## config.mk

```make
export PLATFORM = sky130hd
export DESIGN_NAME = audio_arbiter
export DESIGN_NICKNAME = d
export VERILOG_FILES = /design/src/rtl/audio_pkg.sv /design/src/rtl/audio_prio_enc.sv /design/src/rtl/audio_arbiter.sv
export SDC_FILE = /design/constraint.sdc
export NUM_CORES = 1
export LEC_CHECK = 0
export ABC_AREA = 1
export ABC_CLOCK_PERIOD_IN_PS = 1750
export BUFFER_PORTS_ARGS = -buffer_cell sky130_fd_sc_hd__buf_2
export CAP_MARGIN = 20
export CORE_ASPECT_RATIO = 0.9
export CORE_MARGIN = 5
export CORE_UTILIZATION = 30
export CTS_BUF_LIST = sky130_fd_sc_hd__clkbuf_8
export DETAILED_ROUTE_END_ITERATION = 6
export GPL_TIMING_DRIVEN = 0
export HOLD_SLACK_MARGIN = 0.06
export PLACE_DENSITY_LB_ADDON = 0.3
export SETUP_SLACK_MARGIN = 0.02
export SLEW_MARGIN = 20
export SYNTH_ARGS = -nofsm -noshare
export SYNTH_HDL_FRONTEND = slang
export SYNTH_SLANG_ARGS = --single-unit
```

## constraint.sdc

```tcl
create_clock -name Clk -period 1.75 [get_ports Clk]
set_input_delay 0.0875 -clock Clk [delete_from_list [all_inputs] [get_ports Clk]]
set_output_delay 0.0875 -clock Clk [all_outputs]
set_load 0.02 [all_outputs]
```

## src/rtl/audio_pkg.sv

```systemverilog
// Shared types and constants for the game audio arbiter.
package audio_pkg;

  typedef enum logic [1:0] {
    IDLE   = 2'd0,
    PLAY   = 2'd1,
    GAP    = 2'd2,
    LOCKED = 2'd3
  } arb_state_t;

  // Requester indices; a higher index means a higher priority.
  localparam int SRC_JUMP = 0;
  localparam int SRC_DEAD = 1;
  localparam int SRC_WIN  = 2;

  // Clip codes presented to the playback engine.
  localparam logic [1:0] SEL_SILENT = 2'd0;
  localparam logic [1:0] SEL_JUMP   = 2'd1;
  localparam logic [1:0] SEL_DEAD   = 2'd2;
  localparam logic [1:0] SEL_WIN    = 2'd3;

endpackage

```

## src/rtl/audio_prio_enc.sv

```systemverilog
// Highest-index-set priority encoder with a valid flag.
module audio_prio_enc #(
  parameter int NUM_SRC = 3,
  parameter int IDX_W   = (NUM_SRC > 1) ? $clog2(NUM_SRC) : 1
) (
  input  logic [NUM_SRC-1:0] vec,
  output logic [IDX_W-1:0]   idx,
  output logic               valid
);

  // Scan upward so the last (highest) set bit wins.
  always_comb begin
    idx   = '0;
    valid = 1'b0;
    for (int i = 0; i < NUM_SRC; i++) begin
      if (vec[i]) begin
        idx   = IDX_W'(i);
        valid = 1'b1;
      end
    end
  end

endmodule

```

## src/rtl/audio_arbiter.sv

```systemverilog
// Arbitrates game sound events onto the single pwm_top playback engine.
// Latches event pulses, grants the highest-priority pending event and
// sequences play, preemption gap, inter-sound gap, terminal lockout and a
// watchdog. audio_select must be wide enough that NUM_SRC+1 <= 2**SEL_W.
module audio_arbiter
  import audio_pkg::*;
#(
  parameter int                 NUM_SRC        = 3,
  parameter int                 SEL_W          = 2,
  parameter logic [NUM_SRC-1:0] TERMINAL_MASK  = 3'b110,
  parameter int                 GAP_CYCLES     = 1000,
  parameter int                 TIMEOUT_CYCLES = 100_000_000
) (
  input  logic               Clk,
  input  logic               reset_rtl_0,
  input  logic [NUM_SRC-1:0] req,
  input  logic               clear_lockout,
  input  logic               playback_complete,
  output logic               en,
  output logic [SEL_W-1:0]   audio_select,
  output logic               busy,
  output logic               locked,
  output logic               timeout_err
);

  localparam int IDX_W   = (NUM_SRC > 1) ? $clog2(NUM_SRC) : 1;
  localparam int MAX_CYC = (GAP_CYCLES > TIMEOUT_CYCLES) ? GAP_CYCLES : TIMEOUT_CYCLES;
  localparam int CNT_W   = $clog2(MAX_CYC) + 1;

  arb_state_t         state_reg;
  logic [NUM_SRC-1:0] pending_reg;
  logic [IDX_W-1:0]   grant_reg;
  logic [CNT_W-1:0]   cnt_reg;

  logic [NUM_SRC-1:0] cand;
  logic [IDX_W-1:0]   enc_idx;
  logic               enc_valid;
  logic [NUM_SRC-1:0] grant_mask;
  logic [NUM_SRC-1:0] cand_mask;
  logic               preempt;
  logic               wd_expire;
  logic               terminal;
  logic               cnt_sat;
  logic               gap_done;

  // One encoder serves both the IDLE grant and the PLAY preemption check.
  assign cand = pending_reg | req;

  audio_prio_enc #(
    .NUM_SRC (NUM_SRC),
    .IDX_W   (IDX_W)
  ) u_prio_enc (
    .vec   (cand),
    .idx   (enc_idx),
    .valid (enc_valid)
  );

  assign grant_mask = NUM_SRC'(1) << grant_reg;
  assign cand_mask  = NUM_SRC'(1) << enc_idx;
  // Requests for the granted source are masked out of pending, so the
  // highest candidate exceeds the grant only when a higher source asks.
  assign preempt    = enc_valid && (enc_idx > grant_reg);
  assign wd_expire  = (cnt_reg == CNT_W'(TIMEOUT_CYCLES - 1));
  assign terminal   = TERMINAL_MASK[grant_reg];
  assign cnt_sat    = &cnt_reg;
  assign gap_done   = (cnt_reg == CNT_W'(GAP_CYCLES - 1));

  // Arbitration FSM with registered playback controls and status flags.
  always_ff @(posedge Clk or posedge reset_rtl_0) begin
    if (reset_rtl_0) begin
      state_reg    <= IDLE;
      pending_reg  <= '0;
      grant_reg    <= '0;
      cnt_reg      <= '0;
      en           <= 1'b0;
      audio_select <= SEL_W'(SEL_SILENT);
      busy         <= 1'b0;
      locked       <= 1'b0;
      timeout_err  <= 1'b0;
    end else if (clear_lockout) begin
      // Game restart: forget everything, including same-edge requests.
      state_reg    <= IDLE;
      pending_reg  <= '0;
      cnt_reg      <= '0;
      en           <= 1'b0;
      audio_select <= SEL_W'(SEL_SILENT);
      busy         <= 1'b0;
      locked       <= 1'b0;
    end else begin
      case (state_reg)
        IDLE: begin
          cnt_reg <= '0;
          if (enc_valid) begin
            state_reg    <= PLAY;
            grant_reg    <= enc_idx;
            pending_reg  <= cand & ~cand_mask;
            en           <= 1'b1;
            audio_select <= SEL_W'(enc_idx) + SEL_W'(1);
            busy         <= 1'b1;
          end else begin
            pending_reg <= cand;
          end
        end

        PLAY: begin
          if (!cnt_sat) cnt_reg <= cnt_reg + CNT_W'(1);
          if (playback_complete || preempt || wd_expire) begin
            en           <= 1'b0;
            audio_select <= SEL_W'(SEL_SILENT);
            cnt_reg      <= '0;
            // Watchdog fires only when neither completion nor preemption won.
            if (!playback_complete && !preempt) timeout_err <= 1'b1;
            // Completion (real or forced) beats preemption; a terminal clip
            // locks out and discards everything still pending.
            if ((playback_complete || !preempt) && terminal) begin
              state_reg   <= LOCKED;
              locked      <= 1'b1;
              pending_reg <= '0;
            end else begin
              state_reg   <= GAP;
              pending_reg <= pending_reg | (req & ~grant_mask);
            end
          end else begin
            pending_reg <= pending_reg | (req & ~grant_mask);
          end
        end

        GAP: begin
          pending_reg <= cand;
          if (gap_done) begin
            state_reg <= IDLE;
            cnt_reg   <= '0;
            busy      <= 1'b0;
          end else if (!cnt_sat) begin
            cnt_reg <= cnt_reg + CNT_W'(1);
          end
        end

        LOCKED: begin
          pending_reg <= '0;
        end

        default: begin
          state_reg <= IDLE;
        end
      endcase
    end
  end

endmodule

```

**Word level (Yosys, flattened, before mapping)**

Cells that the tools add are included.

- Add/sub/neg operators: 2
- Magnitude comparators: 2
- Equality and inequality tests: 8
- Shifts and indexed selects: 2
- Mux-type cells: 38
- Bitwise logic cells: 7
- Reductions and logical operators: 22

Operator list:

| cell | count |
|---|---|
| $mux W28 | 4 |
| $pmux W28 S3 | 1 |
| $add A28 B1 Y28 const B | 1 |
| $eq A28 B10 Y1 const B | 1 |
| $eq A28 B27 Y1 const B | 1 |
| $reduce_and A28 Y1 | 1 |
| $mux W2 | 8 |
| $mux W1 | 15 |
| $mux W3 | 4 |
| $pmux W3 S4 | 1 |
| $reduce_and A3 Y1 | 4 |
| $ne A3 B3 Y1 const B | 3 |
| $reduce_and A4 Y1 | 2 |
| $and A3 B3 Y3 | 2 |
| $not A3 Y3 | 2 |
| $or A3 B3 Y3 | 2 |
| $pmux W2 S3 | 1 |
| $reduce_bool A2 Y1 | 3 |
| $reduce_bool A3 Y1 | 2 |
| $shl A1 B2 Y3 const A | 2 |
| $eq A2 B2 Y1 const B | 2 |
| $pmux W1 S2 | 2 |
| $pmux W2 S2 | 1 |
| $reduce_bool A4 Y1 | 1 |
| 10 further kinds | 15 |

- Register bits: 41
- Input port bits: 7
- Output and inout bits: 6

**Longest topological paths before layout**

Gate-level depths: netlist of run 1.

- Word-level depth: 12
- Mapped depth: 15
- Mapped depth without buffers: 15

**By module**

Synthesis of run 1 repeated with hierarchy kept, for this count alone.

- Cell total of the unflattened synthesis: 483
- Area total of the unflattened synthesis: 3,244.4 sq um

By module, submodules not included:

| module | times used | cells each | area an instance (sq um) | sequential area each (sq um) |
|---|---|---|---|---|
| audio_arbiter | 1 | 477 | 3,215.6 | 1,026.0 |
| audio_prio_enc | 1 | 6 | 28.8 | 0.0 |

**Worst setup path before layout of run 1**

Ideal clock, no wire load.

- Path kind: reg-to-reg
- Start: register pending_reg[2]
- End: register cnt_reg[10]
- Library setup time: 71 ps
- Arrival: 1,746 ps
- Required time: 1,679 ps
- Setup slack: -68 ps
- Stages on the path, launching flop included: 14
- Cell sequence: dfrtp_1 nor2_2 inv_1 ha_1 nand2_1 nand2_1 nand2_1 nor2_1 nor2_2 nand3_2 a21oi_4 nor2_4 buf_6 nor2_1

- Cells in the longest elaborated chain, start to end: 9
- Elaborated cells on any way between the ends: 10
- Classes of those cells: order compare: 1; mux: 5; bitwise: 1; reduce/logical: 3

RTL lines:

| element | RTL line | text |
|---|---|---|
| start: declaration | audio_arbiter.sv:31 | `logic [NUM_SRC-1:0] pending_reg;` |
| start signal: assignment | audio_arbiter.sv:96 | `pending_reg <= cand & ~cand_mask;` |
| start signal: assignment | audio_arbiter.sv:101 | `pending_reg <= cand;` |
| start signal: assignment | audio_arbiter.sv:121 | `pending_reg <= pending_reg \| (req & ~grant_mask);` |
| $or A3 B3 Y3 (*) | audio_arbiter.sv:47 | `assign cand = pending_reg \| req;` |
| net cand[2] | audio_arbiter.sv:35 | `logic [NUM_SRC-1:0] cand;` |
| $mux W2 | audio_prio_enc.sv:16 | `if (vec[i]) begin` |
| $gt A2 B2 Y1 | audio_arbiter.sv:62 | `assign preempt = enc_valid && (enc_idx > grant_reg);` |
| $logic_and A1 B1 Y1 (*) | audio_arbiter.sv:62 |  |
| $logic_or A1 B1 Y1 (*) (2 in a row) | audio_arbiter.sv:107 | `if (playback_complete \|\| preempt \|\| wd_expire) begin` |
| $mux W28 (*) | audio_arbiter.sv:107 |  |
| $pmux W28 S3 (*) | audio_arbiter.sv:90 | `case (state_reg)` |
| $mux W28 (*) | audio_arbiter.sv:80 | `end else if (clear_lockout) begin` |
| end signal: assignment | audio_arbiter.sv:106 | `if (!cnt_sat) cnt_reg <= cnt_reg + CNT_W'(1);` |
| end signal: assignment | audio_arbiter.sv:135 | `cnt_reg <= cnt_reg + CNT_W'(1);` |
| end: declaration | audio_arbiter.sv:33 | `logic [CNT_W-1:0] cnt_reg;` |

Mark *: on every way through the listed nets, which the timed path passes. The rest lies on a longest branch.
A chain may end at the register's enable or synchronous reset.

**Worst setup path after layout of run 1**

- Start: register pending_reg[2]
- End: register cnt_reg[3]

The elaborated chain is that of the path after synthesis.

==> impl_metrics.ini, run 1 <==
[timing]
tightest_slew_ns = 0.547
finalHoldViolations = 0
fmax_ghz = 0.510
slew_headroom_pct = 63.4
setup_tns_ns = -5.38
whs_ns = 0.125
fin_crit_ns = 1.96
setup_violations = 36
fin_crit_sh_pct = 112
rsz0062_at_grt = yes
fin_ws_ns = -0.211
slew_violations = 0
final.setup_skew_ns = 0.0105

[synth]
yosys.area.top_type_share_pct = 33.2
synthTopCellsByArea = dfrtp_1 33%, nand2_1 17%, nor2_1 8.0%
syn_avg_cell_area_um2 = 6.45
async_reset_ff_share_pct = 100
synth-edff-count = 0
seq_area_frac_synth_pct = 33.2
ys_types = 30
ys_ff_latch = 41
synth_ff_type = dfrtp_1
synth_nets = 495
synth_top_cell_by_area = dfrtp_1
synth_cells = 479
yosys_warnings = 0
netlist_area_um2 = 3090

[placed_design]
dp_slack_ns = -0.499
dp.cells = 621
numPortBuffers = 12
gp_congestion = 0.902
place_area_um2 = 3340
hpwl_mm = 6.27

[power_and_ir_drop]
seqPwrFrac_pct = 30.0
ir_drop_uv = 535
combPwrFrac_pct = 49.8
power.net_switching_mw = 1.68
swShare_pct = 42.9
p_clk_share_pct = 20.2
intPower_mw = 2.24
power.density_nw_per_um2 = 1020
cellLeakagePower_nw = 1.73
design_power_total_mw = 3.92

[detailed_routing]
post-route-drc-count = 0
wl_per_cell_um = 13.1
viasPerCell = 4.86
vias = 3141
drtAntennaViolNets = 0
drt_iter0_markers = 139
routed_wl_mm = 8.47
first_pass_iters = 4

[clocking]
cts_root_buf = clkbuf_8
clock_sinks = 41
path_clk_slew_ns = 0.08
cts_made_buffers = 5
clock_latency_ns = 0.29
cts_max_level = 2
cts_tree = yes
clock_path_buffers = 2

[worst_setup_path]
crit_slowest_cell = dfrtp_1
startpoint = pending_reg[2]
worstSetupPathType = reg -> reg
slowest_delay_ns = 0.41
critPathMaxFanout = 5
path_cells = nor2_4, inv_2, ha_4, nand2_2, nand2_2, nand2_1, nor2_1, nor2_2, nand3_2, a21oi_4, nor2_4, buf_6, nor2_2
arrival_ns = 2.16
critPathCaptureType = register
start_kind = register
reg2reg_from = pending_reg[2]
worst-endpoint-required_ns = 1.95

[floorplan]
die_w_um = 117
core_um2 = 10200
io-pin-count = 13
initial_core_util_pct = 30.4
placementRows = 35
die_h_um = 106
dieArea_um2 = 12400

[layout]
mostFrequentLayoutCells = 128 x nand2_1, 62 x inv_1, 49 x nor2_1
design_area_um2 = 3840
largest_reg_flops = 28
layout.nets = 532
final_cells = 646
synthToLayoutAreaGrowth_pct = 24.3
n_antenna_cell = 0
final_common_cell = nand2_1
fin_util_pct = 37.8
layout-drive-gt1-share_pct = 23.0
nFillCells = 1084

[global_routing]
antenna_found_initial = 0
grt_pass1_vias = 2971
grt_max_degree = 25
grtUsageTotal_pct = 13.8
grt_overflow = 0
grt_first_pass_wirelength_mm = 13.9

[min_path]
hold_class = in -> reg
min-delay-start = playback_complete

[status]
status = complete, but fails checks
failed_checks = setup timing

[flow_run]
cap_violations = 0
==> Yosys cell counts, types with 3 or more instances <==
master and instances:
inv_2 3, inv_1 65, nand2_1 138, nand4_1 26, nor3_1 11, a31oi_1 5, nand2_2 4, dfrtp_1 41
nor2_1 66, a21oi_1 13, buf_2 9, nor2_2 8, nor2_4 4, o21ai_0 16, nand3_2 3, ha_1 9
nand3_1 41
==> worst paths after layout <==
path	end	depth (start not counted)	slack [ns]
max	cnt_reg[3]	13	-0.21
min	timeout_err	4	0.13
max reg2reg	cnt_reg[3]	13	-0.21
min reg2reg	timeout_err	2	0.47
max in group asynchronous	cnt_reg[15]	4	0.89
min in group asynchronous	state_reg[1]	3	0.38
==> area by class of cell <==
cell class / count / area [µm²] / area share [%]
buffer: 12 / 78.8 / 2.05
tap: 129 / 161 / 4.20
inverter: 68 / 255 / 6.64
clock buffer: 6 / 82.6 / 2.15
multi-input combinational: 357 / 1960 / 51.1
timing repair buffer: 31 / 240 / 6.25
sequential: 41 / 1030 / 26.7
clock inverter: 2 / 33.8 / 0.879
==> critical path: cells and delay by family, from the launching register on <==
kind / cells / cell delay [ns]
buffers and inverters: 2 / 0.25
adder cells (fa/ha/maj): 1 / 0.28
AO/OA/AOI/OAI: 1 / 0.08
AND/OR/NAND/NOR: 9 / 0.84
flip-flops: 1 / 0.41
==> power by group through the flow <==
| stage | clock network, mW | logic, mW | registers [mW] |
|---|---|---|---|
| final | 0.790 | 1.95 | 1.18 |
| after floorplan | 0 | 0.995 | 1.23 |
| after detailed placement | 0 | 1.43 | 1.19 |
| after global routing | 0.862 | 2.14 | 1.19 |
| after CTS | 0.819 | 1.72 | 1.17 |
| after global placement | 0 | 1.42 | 1.18 |
==> metal layers <==
metal  GRT usage, %  part of all wire, %  vias to the layer above
met5              0                    0                        -
met4           3.77                  1.1                        0
met3           2.22                  4.3                        8
met2           21.6                   46                       56
met1           19.5                   49                     1454
li1               -                    -                     1623
==> kinds of logic after synthesis <==
logic type | Yosys count | share of synthesized area, %
DFF | 41 | 33.2
AOI/OAI and AO/OA | 43 | 7.93
and+or+nand+nor | 304 | 44.3
adders and majority gates | 9 | 3.64
xor gates and xnor gates | 1 | 0.283
buffers and inverters | 81 | 10.7
==> timing repair <==
action | in CTS | in global routing
endpoints found under the hold margin | 23 | 0
setup buffers | 13 | 3
gates cloned | 1 | 0
endpoints found under the setup margin | 38 | 38
pin swaps | 15 | 16
hold buffers | 1 | 0
gates resized for setup | 34 | 36
Note: power is estimated with default switching activity, not from simulation.
==> inputs of run 2 (changes only) <==
ABC_AREA = unset   (was 1)
TNS_END_PERCENT = 1   (was unset)
==> run 2 against run 1 <==
The run still ends with setup timing left. Sequential power barely moved. Worst setup slack got worse by 0.36 ns. Sequential cell count unchanged. Global-route usage up 1.5 points. Combinational power is 8% lower. Clock skew decreased by 0.0014 ns. Final cell count shrank 27%. Non-clock buffer count rose by 5. Worst hold slack better by 0.051 ns. Sequential share of layout area up 3.4 points. Synthesized cell count decreased by 35%. Critical path depth shrank 6. Critical endpoint is now cnt_reg[21].
==> impl_metrics.ini, run 2 <==
[clocking]
cts_tree = yes
clock_sinks = 41
clock_latency_ns = 0.30
clock_path_buffers = 2
path_clk_slew_ns = 0.08
cts_max_level = 2
cts_made_buffers = 5
cts_root_buf = clkbuf_8

[floorplan]
core_um2 = 8610
dieArea_um2 = 10900
placementRows = 32
die_h_um = 99.4
die_w_um = 109
initial_core_util_pct = 30.9
io-pin-count = 13

[worst_setup_path]
worstReg2RegEnd = cnt_reg[21]
rr_worst_depth = 7
path_cells = ha_4, nand4_1, or4_4, or3_4, and2_4, a21o_1, a31oi_1
critPathMaxFanout = 6
slowest_delay_ns = 0.58
worstSetupPathType = reg -> reg
start_kind = register
critPathBufInv = 0
worst-endpoint-required_ns = 1.96
critPathCaptureType = register
r2r_setup_slack_ns = -0.57
reg2reg_from = cnt_reg[0]
crit_family = simple AND/OR/NAND/NOR gates
crit_slowest_cell = or4_4
arrival_ns = 2.53

[global_routing]
grtUsageTotal_pct = 15.3
antenna_found_initial = 0
grt_overflow = 0
grt_max_degree = 27
grt_first_pass_wirelength_mm = 13.3
grt_pass1_vias = 2617

[synth]
synth-adder-area-share_pct = 4.23
netlist_area_um2 = 2660
ys_types = 57
synth_compound_area_share_pct = 23.0
async_reset_ff_share_pct = 100
synth_common_cells = 41 x dfrtp_1, 32 x nand2_1, 23 x nor2_1, 21 x a31oi_1
ys_ff_latch = 41
synthTopCellsByArea = dfrtp_1 39%, a31oi_1 4.9%, nand2_1 4.5%
synth_nets = 326
yosys.area.top_type_share_pct = 38.5
seq_area_frac_synth_pct = 38.5
synth_ff_type = dfrtp_1
synth_simple_gate_area_share_pct = 26.9
synth_top_family_by_area = simple AND/OR/NAND/NOR gates
synth_xor_area_share_pct = 0.987
synth_cells = 310
synth-edff-count = 0
synthMuxAreaShare_pct = 1.60
syn_avg_cell_area_um2 = 8.59
yosys_warnings = 0
synth_top_cell_by_area = dfrtp_1
synth_most_common_cell = dfrtp_1

[power_and_ir_drop]
design_power_total_mw = 3.62
ir_drop_uv = 694
power.density_nw_per_um2 = 1050
cellLeakagePower_nw = 1.39

[timing]
fmax_ghz = 0.430
setup_violations = 38
fin_ws_ns = -0.575
slew_headroom_pct = 49.7
setup_tns_ns = -17.67
slew_violations = 0
rsz0062_at_grt = yes
final.setup_skew_ns = 0.00912
fin_crit_sh_pct = 133
fin_crit_ns = 2.32
tightest_slew_ns = 0.748
finalHoldViolations = 0
whs_ns = 0.176

[layout]
nFillCells = 874
layout.nets = 367
fin_util_pct = 40.0
n_antenna_cell = 0
final_common_cell = dfrtp_1
largest_reg_flops = 28
layout-drive-gt1-share_pct = 29.9
synthToLayoutAreaGrowth_pct = 29.2
mostFrequentLayoutCells = 33 x dfrtp_1, 29 x nand2_1, 21 x buf_4, 21 x a31oi_1, 19 x nor2_1

[detailed_routing]
drt_iter0_markers = 192
viasPerCell = 5.70
routed_wl_mm = 7.87
drtAntennaViolNets = 0
first_pass_iters = 5
wl_per_cell_um = 16.7
vias = 2679
post-route-drc-count = 0

[placed_design]
hpwl_mm = 5.29
numPortBuffers = 12
gp_congestion = 0.940

[status]
failed_checks = setup timing
status = complete, but fails checks

[min_path]
min_path_cells = 4
hold_class = in -> reg
worstHoldEndpoint = grant_reg[0]
min-delay-start = req[2]

[flow_run]
cap_violations = 0
## run 2: cell count changes in the layout (fill, tap and decap cells not counted), sizes merged, moves of 5 or more
| cell | change |
|---|---|
| a21o | +5 |
| a31oi | +16 |
| and3 | +6 |
| and2 | +5 |
| nor4 | +8 |
| nand4 | -17 |
| inv | -54 |
| nand2 | -110 |
| clkbuf | +5 |
| nor2 | -55 |
| nand3 | -27 |
## run 2: metrics by stage
stage / instance area, µm² / setup WS [ns] / instances
3_5_place_dp: 2910 / -1.05 / 443
4_1_cts: 3280 / -0.562 / 465
3_3_place_gp: 2880 / -1.32 / 441
6_report: 3440 / -0.575 / 470
2_1_floorplan: 2670 / -0.473 / 310
5_1_grt: 3440 / -0.674 / 470
## run 2: final cells by class
| class | count | area [µm²] | area share [%] |
|---|---|---|---|
| Buffer | 11 | 86.3 | 2.51 |
| Clock buffer | 6 | 82.6 | 2.40 |
| Clock inverter | 1 | 3.75 | 0.109 |
| Inverter | 14 | 52.6 | 1.53 |
| Multi-Input combinational cell | 241 | 1760 | 51.2 |
| Sequential cell | 41 | 1040 | 30.1 |
| Tap cell | 119 | 149 | 4.33 |
| Timing Repair Buffer | 37 | 268 | 7.78 |
## run 2: kinds of logic (layout without fill, tap and decap cells)
group           count (synthesis)  count (layout)
xor+xnor                        3               3
compound gates                 89              89
fa+ha+maj                       9               9
flops                          41              41
simple gates                  136             136
buf+inv                        28              69
mux                             4               4
## run 2: worst min-delay path: stages
cell	delay, ns
buf_2	0.13
nor2_4	0.07
o21ai_4	0.07
o21ai_0	0.08
## run 2: layer usage
layer  part of all wire (%)  GRT usage (%)  wire, µm
met3                    6.8           3.05       538
met5                      0              0         0
met4                    2.0           5.75       161
met1                     46           22.1      3630
met2                     45           22.4      3540
## run 2: power breakdown
part / switching (mW) / internal (mW) / total [mW]
Sequential: 0.107 / 1.08 / 1.18
Combinational: 1.05 / 0.752 / 1.80
Clock: 0.322 / 0.307 / 0.629
## run 2: timing repair
action	4_1_cts	5_1_grt
setup buffers	15	7
hold buffers	1	0
gates resized for setup	40	29
cloned	0	0
pin swaps	10	25
hold endpoints to repair	15	0
setup endpoints to repair	39	41
## run 2: how the worst max path moves through the flow
| stage | startpoint | end | slack [ns] | cells past startpoint |
|---|---|---|---|---|
| after floorplan | cnt_reg[0] | cnt_reg[21] | -0.47 | 8 |
| after global placement | state_reg[0] | state_reg[1] | -1.32 | 8 |
| after detailed placement | cnt_reg[1] | cnt_reg[7] | -1.05 | 9 |
| after CTS | cnt_reg[0] | cnt_reg[21] | -0.56 | 8 |
| after global routing | cnt_reg[0] | cnt_reg[21] | -0.67 | 7 |
| final | cnt_reg[0] | cnt_reg[21] | -0.57 | 7 |
